[src/rtl/fetch_pkg.sv]
// rtl/fetch_pkg.sv - shared types and default sizes for the fetch sequencer
package fetch_pkg;

    localparam int PC_W_DEF      = 9;
    localparam int RAS_DEPTH_DEF = 4;
    localparam int CNT_W_DEF     = 16;

    // Flow class of the instruction currently at PC; codes 6 and 7 are unused
    typedef enum logic [2:0] {
        SEQ  = 3'd0,
        JMP  = 3'd1,
        BR   = 3'd2,
        CALL = 3'd3,
        RET  = 3'd4,
        HALT = 3'd5
    } op_e;

    typedef enum logic [1:0] {
        IDLE  = 2'd0,
        RUN   = 2'd1,
        DONE  = 2'd2,
        FAULT = 2'd3
    } state_e;

endpackage

[src/rtl/ras_lifo.sv]
// rtl/ras_lifo.sv - return-address stack, LIFO with push/pop, top, full/empty
module ras_lifo
    import fetch_pkg::*;
#(
    parameter int PC_W  = PC_W_DEF,
    parameter int DEPTH = RAS_DEPTH_DEF
) (
    input  logic            CLK,
    input  logic            Reset,
    input  logic            push_i,
    input  logic            pop_i,
    input  logic [PC_W-1:0] data_i,
    output logic [PC_W-1:0] top_o,
    output logic            full_o,
    output logic            empty_o
);

    // One extra pointer bit so that "full" (count == DEPTH) is representable
    localparam int PTR_W = $clog2(DEPTH) + 1;
    localparam logic [PTR_W-1:0] FULL_CNT = PTR_W'(DEPTH);

    logic [PC_W-1:0]  mem_q [DEPTH];
    logic [PTR_W-1:0] cnt_q;
    logic [PTR_W-1:0] cnt_d;
    logic [PTR_W-1:0] top_ptr;

    assign full_o  = (cnt_q == FULL_CNT);
    assign empty_o = (cnt_q == '0);
    assign top_ptr = cnt_q - PTR_W'(1);
    assign top_o   = mem_q[top_ptr[PTR_W-2:0]];

    // Entry count moves by one on an accepted push or pop
    always_comb begin
        cnt_d = cnt_q;
        if (push_i && !full_o) begin
            cnt_d = cnt_q + PTR_W'(1);
        end else if (pop_i && !empty_o) begin
            cnt_d = cnt_q - PTR_W'(1);
        end
    end

    // Pointer register; reset empties the stack without touching storage
    always_ff @(posedge CLK) begin
        if (Reset) begin
            cnt_q <= '0;
        end else begin
            cnt_q <= cnt_d;
        end
    end

    // Storage write at the slot just above the current top
    always_ff @(posedge CLK) begin
        if (!Reset && push_i && !full_o) begin
            mem_q[cnt_q[PTR_W-2:0]] <= data_i;
        end
    end

endmodule

[src/rtl/fetch_sequencer.sv]
// rtl/fetch_sequencer.sv - fetch-stage control FSM with flow decode, RAS and retire counter
module fetch_sequencer
    import fetch_pkg::*;
#(
    parameter int PC_W      = PC_W_DEF,
    parameter int RAS_DEPTH = RAS_DEPTH_DEF,
    parameter int CNT_W     = CNT_W_DEF
) (
    input  logic             CLK,
    input  logic             Reset,
    input  logic             Start,
    input  logic [2:0]       Op,
    input  logic [PC_W-1:0]  Target,
    input  logic             Cond,
    input  logic             Stall_Req,
    input  logic [PC_W-1:0]  PC,
    output logic             Abs_Jump,
    output logic [PC_W-1:0]  Offset,
    output logic             Halt,
    output logic             Done,
    output logic             Err,
    output logic [CNT_W-1:0] Instr_Count
);

    state_e            state_q, state_d;
    logic [CNT_W-1:0]  cnt_q, cnt_d;
    logic              retire;
    logic              ras_push, ras_pop;
    logic              ras_full, ras_empty;
    logic [PC_W-1:0]   ras_top;
    logic [PC_W-1:0]   ret_addr;

    // Return address wraps naturally at the top of the PC space
    assign ret_addr = PC + PC_W'(1);

    ras_lifo #(
        .PC_W  (PC_W),
        .DEPTH (RAS_DEPTH)
    ) u_ras (
        .CLK     (CLK),
        .Reset   (Reset),
        .push_i  (ras_push),
        .pop_i   (ras_pop),
        .data_i  (ret_addr),
        .top_o   (ras_top),
        .full_o  (ras_full),
        .empty_o (ras_empty)
    );

    // State, retire counter
    always_ff @(posedge CLK) begin
        if (Reset) begin
            state_q <= IDLE;
            cnt_q   <= '0;
        end else begin
            state_q <= state_d;
            cnt_q   <= cnt_d;
        end
    end

    // Flow decode: PC control for the next edge, RAS requests and next state
    always_comb begin
        state_d  = state_q;
        Halt     = 1'b1;
        Abs_Jump = 1'b0;
        Offset   = '0;
        ras_push = 1'b0;
        ras_pop  = 1'b0;
        retire   = 1'b0;
        case (state_q)
            IDLE: begin
                if (Start) state_d = RUN;
            end
            RUN: begin
                if (!Stall_Req) begin
                    case (op_e'(Op))
                        JMP: begin
                            Halt     = 1'b0;
                            Abs_Jump = 1'b1;
                            Offset   = Target;
                            retire   = 1'b1;
                        end
                        BR: begin
                            Halt     = 1'b0;
                            Abs_Jump = Cond;
                            Offset   = Cond ? Target : '0;
                            retire   = 1'b1;
                        end
                        CALL: begin
                            if (ras_full) begin
                                state_d = FAULT;
                            end else begin
                                Halt     = 1'b0;
                                Abs_Jump = 1'b1;
                                Offset   = Target;
                                ras_push = 1'b1;
                                retire   = 1'b1;
                            end
                        end
                        RET: begin
                            if (ras_empty) begin
                                state_d = FAULT;
                            end else begin
                                Halt     = 1'b0;
                                Abs_Jump = 1'b1;
                                Offset   = ras_top;
                                ras_pop  = 1'b1;
                                retire   = 1'b1;
                            end
                        end
                        HALT: begin
                            state_d = DONE;
                            retire  = 1'b1;
                        end
                        default: begin
                            Halt   = 1'b0;
                            retire = 1'b1;
                        end
                    endcase
                end
            end
            default: begin
            end
        endcase
    end

    // Saturating retire count
    always_comb begin
        cnt_d = cnt_q;
        if (retire && (cnt_q != '1)) cnt_d = cnt_q + CNT_W'(1);
    end

    assign Done        = (state_q == DONE);
    assign Err         = (state_q == FAULT);
    assign Instr_Count = cnt_q;

endmodule

[config.mk]
export PLATFORM = sky130hd
export DESIGN_NAME = fetch_sequencer
export DESIGN_NICKNAME = d
export VERILOG_FILES = /design/src/rtl/fetch_pkg.sv /design/src/rtl/ras_lifo.sv /design/src/rtl/fetch_sequencer.sv
export SDC_FILE = /design/constraint.sdc
export NUM_CORES = 1
export LEC_CHECK = 0
export CAP_MARGIN = 10
export CORE_MARGIN = 5
export CORE_UTILIZATION = 54
export CTS_BUF_LIST = sky130_fd_sc_hd__clkbuf_2 sky130_fd_sc_hd__clkbuf_4 sky130_fd_sc_hd__clkbuf_8
export DETAILED_ROUTE_END_ITERATION = 6
export GPL_TIMING_DRIVEN = 1
export HOLD_SLACK_MARGIN = 0.06
export PLACE_DENSITY = 0.88
export SLEW_MARGIN = 20
export SYNTH_ARGS = -nofsm -noshare
export SYNTH_HDL_FRONTEND = slang
export SYNTH_SLANG_ARGS = --single-unit
[constraint.sdc]
create_clock -name CLK -period 3.2 [get_ports CLK]
set_clock_uncertainty 0.1 [all_clocks]
set_input_delay 0.32 -clock CLK [delete_from_list [all_inputs] [get_ports CLK]]
set_output_delay 0.32 -clock CLK [all_outputs]
set_load 0.02 [all_outputs]
* Word level (Yosys, flattened, before mapping)
Memory sizes are Yosys's and may differ from the RTL's.
Cells that the tools add are included.
** Cells by class
- Reductions and logical operators :: 13
- Add/subtract/negate cells :: 4
- Equality and inequality tests :: 15
- Multiplexer cells :: 35
** Operator list (number)
- $mux 9 :: 5
- $pmux 9 s4 :: 1
- $mux 1 :: 18
- $add 16x1->16 const B :: 1
- $ne 16x16->1 const B :: 1
- $add 9x1->9 const B :: 1
- $eq 3x3->1 const B :: 3
- $mux 2 :: 4
- $eq 3x2->1 const B :: 2
- $mux 3 :: 2
- $ne 3x2->1 const B :: 2
- $pmux 2 s3 :: 1
- $reduce_and 6->1 :: 1
- $logic_and 1x1->1 :: 5
- $eq 2x2->1 const B :: 2
- $ne 2x2->1 const B :: 2
- $ne 4x2->1 const B :: 1
- $pmux 1 s4 :: 1
- $pmux 2 s2 :: 1
- $reduce_bool 2->1 :: 2
- $add 3x1->3 const B :: 1
- $eq 3x1->1 const B :: 1
- $logic_not 1->1 :: 3
- $logic_not 3->1 :: 1
- 5 further kinds :: 5
** Storage, ports and cells
- Memory bits (writable) :: 36
- Memories :: 1
- Bits of input ports :: 26
- Flip-flop bits (word level) :: 21
- Word-level logic and storage cells :: 71
** Memories
- u_ras.mem_q :: words 4, width 9, read ports 1, clocked after memory_dff 0, wr ports 1, RTL line ras_lifo.sv:22 : logic [PC_W-1:0] mem_q [DEPTH];

* Depth between registers and ports, before layout
Gate-level depths: netlist of run 1.
- Depth after elaboration :: 9
- Gate-level depth with buffers :: 9

* Cells and area by module
Synthesis of run 1 repeated with hierarchy kept, for this count alone.
** Second synthesis, totals
- Cells, all modules :: 239
- Area, all modules :: 2834.0 um2
** By module, submodules not included
- ras_lifo :: area each 1576.5 um2, cells each 80, instances 1, sequential area each 1141.1 um2
- fetch_sequencer :: area each 1257.5 um2, cells each 159, instances 1, sequential area each 360.3 um2

* Worst setup path after synthesis of run 1
No wires, ideal clock.
- Kind :: register to output
- Start :: register u_ras.cnt_q[0]
- End :: output Offset[7]
- Data required time :: 2.780 ns
- Cell stages (with the launch flop) :: 9
- Setup slack :: 0.369 ns
- Data arrival time :: 2.411 ns
- Cell sequence :: dfxtp_1 > buf_1 > inv_1 > ha_1 > nor2b_1 > nor3_1 > clkbuf_1 > a22oi_1 > nor2_1
** Between the ends
- Longest elaborated chain between the ends :: 6
** Ends and longest elaborated chain
- from (decl) :: RTL line ras_lifo.sv:23 : logic [PTR_W-1:0] cnt_q;
- from (signal assigned) :: RTL line ras_lifo.sv:47 : cnt_q <= cnt_d;
- $sub 3x1->3 :: RTL line ras_lifo.sv:29 : assign top_ptr = cnt_q - PTR_W'(1);
- $mem_v2 4x9
- $mux 9 :: RTL line fetch_sequencer.sv:101 : if (ras_empty) begin
- $pmux 9 s4 (*) :: RTL line fetch_sequencer.sv:76 : case (op_e'(Op))
- $mux 9 (*) :: RTL line fetch_sequencer.sv:75 : if (!Stall_Req) begin
- $mux 9 (*) :: RTL line fetch_sequencer.sv:70 : case (state_q)
- to (decl) :: RTL line fetch_sequencer.sv:18 : output logic [PC_W-1:0] Offset,
Mark *: on every way between the ends. The rest lies on a longest branch, timed or not.

* Worst setup path in the final report of run 1
- Start :: input Op[0]
- End :: output Offset[2]
** Between the ends
- Longest elaborated chain between the ends :: 4
** Ends and longest elaborated chain
- from (decl) :: RTL line fetch_sequencer.sv:12 : input logic [2:0] Op,
- $eq 3x3->1 (tied with other cells) :: RTL line fetch_sequencer.sv:76
- $pmux 9 s4 (*) :: RTL line fetch_sequencer.sv:76
- $mux 9 (*) :: RTL line fetch_sequencer.sv:75
- $mux 9 (*) :: RTL line fetch_sequencer.sv:70
Marks and branches as above.

==> results.txt, run 1 <==
- The run finished with clean final reports.
* Detailed-route via count: 2,248
- The initial antenna violation count was 0.
* Overall routed net length: between 6000 and 7000 um
- The Yosys step of the flow raised 0 warnings.
- The number of nets handed over by synthesis was about 280.
* Root Buffer: clkbuf_8
* I/O pin total: 55
* Latest clock arrival within the worst-skew pair: about 0.34 ns
- Final setup viols: 0
- Maximum fanout along the worst path: 10
* Post-route minimum period: slightly below 3 ns
- Sw power: roughly 350 uW
* Hold-critical path endpoint: Instr_Count[9]
- GRT Total Usage: 0.214
* Multiplexer fraction of the synthesized cell area: 0.0791
* Number of standard cells after synthesis: approximately 250
- The share of total power dissipated in combinational logic is 0.079.
* Switching share of total power: 0.227
- Post-Place Worst Slack: 0.229 ns
- Endpoint of the lowest-slack register-to-register path: Instr_Count[8]
- Non-filler cells, final: about 380
- Summed over all nets, the half-perimeter wirelength after detailed placement is approximately 4700 um.
- After synthesis the netlist holds a flip-flop and latch count of between 50 and 60.
* Wire length of the first global-routing pass: ~11,000 um
- Measured in cells, the most critical reg-to-reg path has a length of 7.
* Hold Fails Final Rpt: 0
* Horizontal extent of the die: slightly above 80 um
* Number of iterations in the first detailed-routing pass: 5
- After synthesis, the largest family of logic cells by area is simple AND/OR/NAND/NOR gates.
- Buffers placed on the I/O ports in this run total 54.
- The H-tree was split into 3 levels.
- After detailed placement, the total cell area comes to 0.00345 mm^2.
* Setup total negative slack: 0 ns
- Measured against its own limit, the worst slew margin works out to 0.490.
* Clock group share of total power: 0.410
- Once detail routing completed, the nets flagged for antenna violations numbered 0.
- Data arrival time of the critical path: 2.54 ns
* VDD IR-drop max: roughly 320 uV
- Netlist cell types: between 40 and 50
- CP endpoint kind: primary output
- In this run, CTS created clock tree buffers numbering 9.
- Share of synthesized area occupied by flip-flops and latches: 0.530
* Clock slew seen by the registers of the worst setup and hold paths: about 0.07 ns
- The floorplan step defined a die boundary enclosing approximately 0.0068 mm^2.
* Synth Cell Area: between 0.002 and 0.003 mm^2
- Final worst-path cycle share: 0.925
- After layout, the worst setup slack is approximately 0.24 ns.
- Filler cell count in the final layout: 367
* Maximum number of pins on one net before global-route repair: 26
* Worst hold path startpoint: Instr_Count[9]
- Max Transition Viols Final: 0
- In this run the critical register-to-register path is launched from u_ras.cnt_q[1].
- Average cell area after synthesis: 11.5 um^2
- STA classifies the critical path startpoint as an input pin.
- The clock net in this run drives a total of between 50 and 60 sinks.
* Row count: 26
* Worst hold path stage count: 2
- In the routed design, unresolved DRC markers number 0.
- Area of all placed cells without fillers: approximately 0.0036 mm^2
- In this run, the number of DRC markers left after iteration 0 of detailed routing was ~200.
- Clock tree buffer depth: 2
* Detail-routed net length per standard cell: about 17 um
- Derived from the worst setup path, the maximum achievable clock frequency is roughly 340 MHz.
* TritonCTS clock tree: built
- For this design the ratio of total power to cell area is 425 mW/mm^2.
- The via count of the first global-routing pass came to 2,154.
- Top library cells by usage in the layout, fill and taps aside: clkdlybuf4s50_1 (54), edfxtp_1 (36), nor2_1 (25)
* Congestion Overflow GR: 0
- In the synthesized netlist the dominant register cell turns out to be edfxtp_1.
- Static Leakage: 0.00118 uW
- Vertical die dimension: between 80 and 90 um
- The library cell used most frequently in the layout, excluding fill and tap cells, is clkdlybuf4s50_1.
- Share of final-layout standard cells stronger than drive strength 1: 0.109
- Average via count per standard cell: just under 6
- Max Cap Violations: 0
- Of the total synthesized cell area, the portion taken by AND, OR, NAND and NOR gates is 0.203.
- Cell internal power was estimated by the tool at 1200 uW.
- Flop2flop setup slack: 0.91 ns
- Relative to the synthesized area, the layout overhead comes to 28.5%.
* Antenna diode count: 0
- Class of the tightest hold or removal check: reg2reg
- Synthesized-area fraction occupied by adder cells: 0.0309
- Floorplan Core Area: about 0.0051 mm^2
- RSZ-0062 raised after global routing: false
- Required time at the worst-slack endpoint: ~2.8 ns
- Once placement completed, the tool counted placed cells totaling approximately 370.
* Total Nets Final: 340
- Synthesized-area fraction occupied by ao, oa, aoi and oai cells: 0.100
- After synthesis, the share of flip-flops with an asynchronous set or reset is 0.
* Routability congestion estimate from global placement: between 0.8 and 0.9
- Kind of critical path: in2out
- The initial utilization of the core area, before any placement, comes to 0.555.
- In this run, synthesis inferred 36 flip-flops with an integrated enable.
- The number of hold buffers added after CTS was 0.
- The share of total power dissipated in sequential elements is 0.511.
* Xor and xnor area share after synthesis: 0.0371
- At the pin with the least slew margin, the transition time is 0.758 ns.
cells by family after synthesis:
family                   count (synthesis)
flip-flops                              57
AND/OR/NAND/NOR                        102
multiplexers                            11
buffers and inverters                   13
adder cells (fa/ha/maj)                  7
XOR/XNOR                                12
AO/OA/AOI/OAI                           44
how the worst max path moves through the flow:
stage,startpoint,end,depth (start not counted)
3_3_place_gp,Op[0],Offset[8],7
6_report,Op[0],Offset[2],7
5_1_grt,u_ras.cnt_q[1],Offset[7],6
4_1_cts,u_ras.cnt_q[1],Offset[7],6
3_5_place_dp,Op[0],Offset[4],7
2_1_floorplan,u_ras.cnt_q[0],Offset[7],8
state kept, by name (all words and copies together) (netlist names):
name / flops
Instr_Count: 16
state_q: 2
u_ras.cnt_q: 3
u_ras.mem_q: 36
worst max-delay path, cell delays in order:
cell             delay, ns
clkdlybuf4s50_1       0.65
and3b_1               0.24
nand2_1               0.09
nand2_1               0.32
a22oi_1               0.17
nor2_1                0.13
clkdlybuf4s50_1       0.62
cell usage after synthesis (2+ instances only):
cell	instances	area (um^2)
ha_1	7	87.6
o21ai_1	3	15.0
nand3b_1	2	15.0
xnor2_1	8	70.1
mux4_2	9	203
nor4bb_1	2	20.0
or3_1	4	25.0
a22oi_1	11	82.6
nor2_1	25	93.8
and2_1	5	31.3
or3_4	2	22.5
dfxtp_1	21	420
inv_1	5	18.8
and3_1	2	12.5
clkbuf_1	6	22.5
a21o_1	2	15.0
nor3_1	6	30.0
nor2b_1	5	31.3
nor4_1	6	37.5
xor2_1	4	35.0
o31ai_1	3	22.5
edfxtp_1	36	1080
nand4_1	4	25.0
nand3_1	12	60.1
o21ai_0	6	30.0
a311oi_1	2	17.5
a21oi_1	11	55.1
nand2b_1	4	25.0
or4_1	5	37.5
nand2_1	13	48.8
cell type report:
cell class | instances | area, um^2 | area share
flip-flops and latches | 57 | 1500 | 0.412
multi-input cells | 176 | 1280 | 0.351
repair buffers | 58 | 571 | 0.157
clock buffers | 9 | 124 | 0.0340
well taps | 70 | 87.6 | 0.0241
clock inverters | 7 | 61.3 | 0.0168
inverters | 5 | 18.8 | 0.00515
per-stage QoR:
| stage | total power (uW) | utilization | hold WS, ns |
|---|---|---|---|
| 6_report | 1550 | 0.713 | 0.430 |
| 5_1_grt | 1600 | 0.713 | 0.456 |
| 4_1_cts | 1560 | 0.712 | 0.420 |
| 3_5_place_dp | 929 | 0.676 | 0.403 |
| 3_3_place_gp | 924 | 0.676 | 0.393 |
| 2_1_floorplan | 867 | - | 0.388 |
power groups by stage:
stage | Sequential [uW] | Combinational [uW] | Clock [uW]
after global routing | 791 | 133 | 675
after CTS | 791 | 122 | 642
after global placement | 807 | 117 | 0
after floorplan | 808 | 58.6 | 0
after detailed placement | 807 | 122 | 0
final | 791 | 122 | 634
layer usage:
metal | up-vias | routed length, um | GRT usage | share of wire
li1 | 1068 | - | - | -
met1 | 1056 | 2590 | 0.279 | 0.39
met2 | 112 | 3210 | 0.333 | 0.48
met3 | 12 | 653 | 0.0564 | 0.099
met4 | 0 | 158 | 0.101 | 0.024
met5 | - | 0 | 0 | 0
what timing repair did:
item | in CTS | in global routing
setup endpoints to repair | 0 | 1
gates resized for setup | 0 | 1
buffers inserted | 0 | 0
(Power assumes the default switching activity.)
==> run 2: changes to the inputs <==
--- a/config.mk
+++ b/config.mk
@@ -5,6 +5,7 @@
 export SDC_FILE = /design/constraint.sdc
 export NUM_CORES = 1
 export LEC_CHECK = 0
+export ABC_CLOCK_PERIOD_IN_PS = 3200
 export CAP_MARGIN = 10
 export CORE_MARGIN = 5
 export CORE_UTILIZATION = 54
==> results of run 2 <==
Same layout as run 1: the final DEF is identical, and so are final timing and power.
==> run 3: changes to the inputs <==
--- a/config.mk
+++ b/config.mk
@@ -8,12 +8,12 @@
 export ABC_CLOCK_PERIOD_IN_PS = 3200
 export CAP_MARGIN = 10
 export CORE_MARGIN = 5
-export CORE_UTILIZATION = 54
+export CORE_UTILIZATION = 50
 export CTS_BUF_LIST = sky130_fd_sc_hd__clkbuf_2 sky130_fd_sc_hd__clkbuf_4 sky130_fd_sc_hd__clkbuf_8
 export DETAILED_ROUTE_END_ITERATION = 6
 export GPL_TIMING_DRIVEN = 1
-export HOLD_SLACK_MARGIN = 0.06
-export PLACE_DENSITY = 0.88
+export HOLD_SLACK_MARGIN = 0.03
+export PLACE_DENSITY = 0.82
 export SLEW_MARGIN = 20
 export SYNTH_ARGS = -nofsm -noshare
 export SYNTH_HDL_FRONTEND = slang
==> run 3 against run 2 <==
Net effect: critical endpoint is now Offset[7]; register-to-register slack lost 0.03 ns; clock power grew 3.6%; total power grew 1.4%; sequential share of layout area shrank 0.13 points; utilization shrank 5.0 points; cell area grew 0.31%; die area grew 7.0%; combinational power is essentially flat; final cell count grew 0.52%.
==> results.txt, run 3 (same netlist as run 1, synthesis figures left out) <==
- The flow ran to the end, and the final reports show no timing, DRC or antenna violations.
- Overall routed net length: about 6500 um
- Max Cap Violations: 0
- The via count of the first global-routing pass was between 2k and 2.5k.
- TritonCTS clock tree: built
- The repair_antennas step left the layout with diodes totalling 0.
- The total overflow left after global routing is 0.
* Post-CTS Setup Repair Bufs: 0
* Drt drc: 0
* Floorplan Core Area: about 0.0055 mm^2
- Class of the tightest hold or removal check: reg2reg
- Setup repair after global routing left no endpoint under its margin.
- Max Transition Viols Final: 0
- The net count of the finished layout is 340.
* Top library cells by usage in the layout, fill and taps aside: clkdlybuf4s50_1 (54), edfxtp_1 (36), nor2_1 (25)
* Quantity of I/O buffers inserted on ports: 54
- Dividing the final minimum period by the clock period gives 0.943.
- In this run the tightest slew margin relative to its limit is 0.593.
- Final critical-path setup slack: 0.181 ns
* Tightest Pin Transition: a little over 0.6 ns
- TritonCTS sink count: 57
* Final setup viols: 0
- Post-CTS repair changed the size of 0 cells.
- Share of final-layout standard cells stronger than drive strength 1: 0.109
- Power spread over the standard cell area amounts to 430 mW/mm^2.
- The hold violation count in the final report came to 0.
* Post-route minimum period: roughly 3.0 ns
* Clock group share of total power: 0.418
- Clock-pin slew was measured on the worst setup and hold paths at roughly 0.070 ns.
* Row count: 27
- Startpoint types: flip-flop
* Maximum fanout along the worst path: 11
* CTS HTree Levels: 3
- Clock tree buffer depth: 2
- By startpoint and endpoint, the worst setup path is classified as reg2out.
- Horizontal extent of the die: ~85 um
- Required time at the worst-slack endpoint: about 2.8 ns
- Of the total power, combinational logic draws 0.077.
- The internal power of the cells totals ~1200 uW.
- Number of iterations in the first detailed-routing pass: 4
* Total chip power: 1570 uW
* Number of antenna violations at the first check in global routing: 0
- Max FFs per register: 36
- Pin placement for this block handled between 50 and 60 I/O pins.
- For this configuration, the core starts out at a cell density of 0.514.
* Setup total negative slack: 0 ns
* Maximum number of pins on one net before global-route repair: 26
* Detail-routed net length per standard cell: roughly 17 um
* GRT Total Usage: 0.185
- The tree is rooted in a clkbuf_8.
* Static Leakage: approximately 0.0012 uW
* Antenna violation net count after detailed routing: 0
- Compared with the post-synthesis result, the final layout area differs by 28.9%.
- In this run the vertical extent of the chip is around 85 um.
- Clock buffers created by TritonCTS: 9
- The first global-routing pass estimated approximately 11,000 um of wire.
- Average via count per standard cell: 5.76
- Share of total power in sequential cells: 0.504
* Leading cell type in the layout, fill and taps excluded: clkdlybuf4s50_1
- Data arrives at the worst endpoint at 2.60 ns.
- Routability congestion estimate from global placement: about 0.81
* Switching share of total power: 0.222
- Summed over all nets, the switching power comes to approximately 350 uW.
- The worst setup path is captured at a primary output.
- Detailed Place HPWL: 4690 um
* Post-Place Worst Slack: about 0.26 ns
* Latest clock arrival within the worst-skew pair: around 0.33 ns
- The detailed router finished its first iteration with ~120 violations.
* VDD IR-drop max: around 370 uV
* Detailed-route via count: 2,211
* Final core area utilization: 0.663
* # hold bufs at CTS: 0
- Maximum operating frequency: 331 MHz
- The filler cells instantiated in the layout total 430.
- Area enclosed by the die boundary: about 0.0073 mm^2
run 3: changes by cell type in the layout (fill, tap and decap cells not counted), sizes merged:
cell / before / now
clkbuf: 9 / 11
clkinv: 5 / 1
clkinvlp: 1 / 3
run 3: power groups by stage:
| stage | registers, uW | clock network [uW] | logic (uW) |
|---|---|---|---|
| 2_1_floorplan | 808 | 0 | 58.6 |
| 3_3_place_gp | 807 | 0 | 117 |
| 3_5_place_dp | 807 | 0 | 121 |
| 4_1_cts | 791 | 672 | 122 |
| 5_1_grt | 791 | 704 | 132 |
| 6_report | 791 | 657 | 121 |
run 3: worst max-delay path, cell delays in order, from the launching register on:
cell and delay (ns):
dfxtp_1 0.38, inv_1 0.11, ha_1 0.59, mux4_2 0.39, a22oi_1 0.19, nor2_1 0.06
clkdlybuf4s50_1 0.54
run 3: routing by layer:
layer | vias up | track usage | share of wire
li1 | 1070 | - | -
met1 | 1067 | 0.237 | 0.42
met2 | 65 | 0.299 | 0.49
met3 | 9 | 0.0602 | 0.070
met4 | 0 | 0.0561 | 0.014
met5 | - | 0 | 0
run 3: stage by stage:
stage | hold WS [ns] | cells | cell area, um^2
final | 0.433 | 384 | 3650
after global routing | 0.481 | 384 | 3650
after CTS | 0.428 | 384 | 3650
after floorplan | 0.388 | 246 | 2830
after detailed placement | 0.416 | 368 | 3460
after global placement | 0.395 | 368 | 3460
run 3: layout make-up:
cell class / instances / area, um^2 / area share
clock buffer: 11 / 139 / 0.0380
clock inverter: 5 / 57.6 / 0.0158
inverter: 5 / 18.8 / 0.00514
multi-input combinational: 176 / 1270 / 0.349
sequential: 57 / 1500 / 0.411
tap: 72 / 90.1 / 0.0247
timing repair buffer: 58 / 571 / 0.156
run 3: worst paths after layout:
check             cells after the start            from  slack, ns             end
hold / removal                        2  Instr_Count[9]       0.43  Instr_Count[9]
setup / recovery                      6  u_ras.cnt_q[1]       0.18       Offset[7]
hold reg to reg                       2  Instr_Count[9]       0.43  Instr_Count[9]
setup reg to reg                      7  u_ras.cnt_q[1]       0.88  Instr_Count[8]
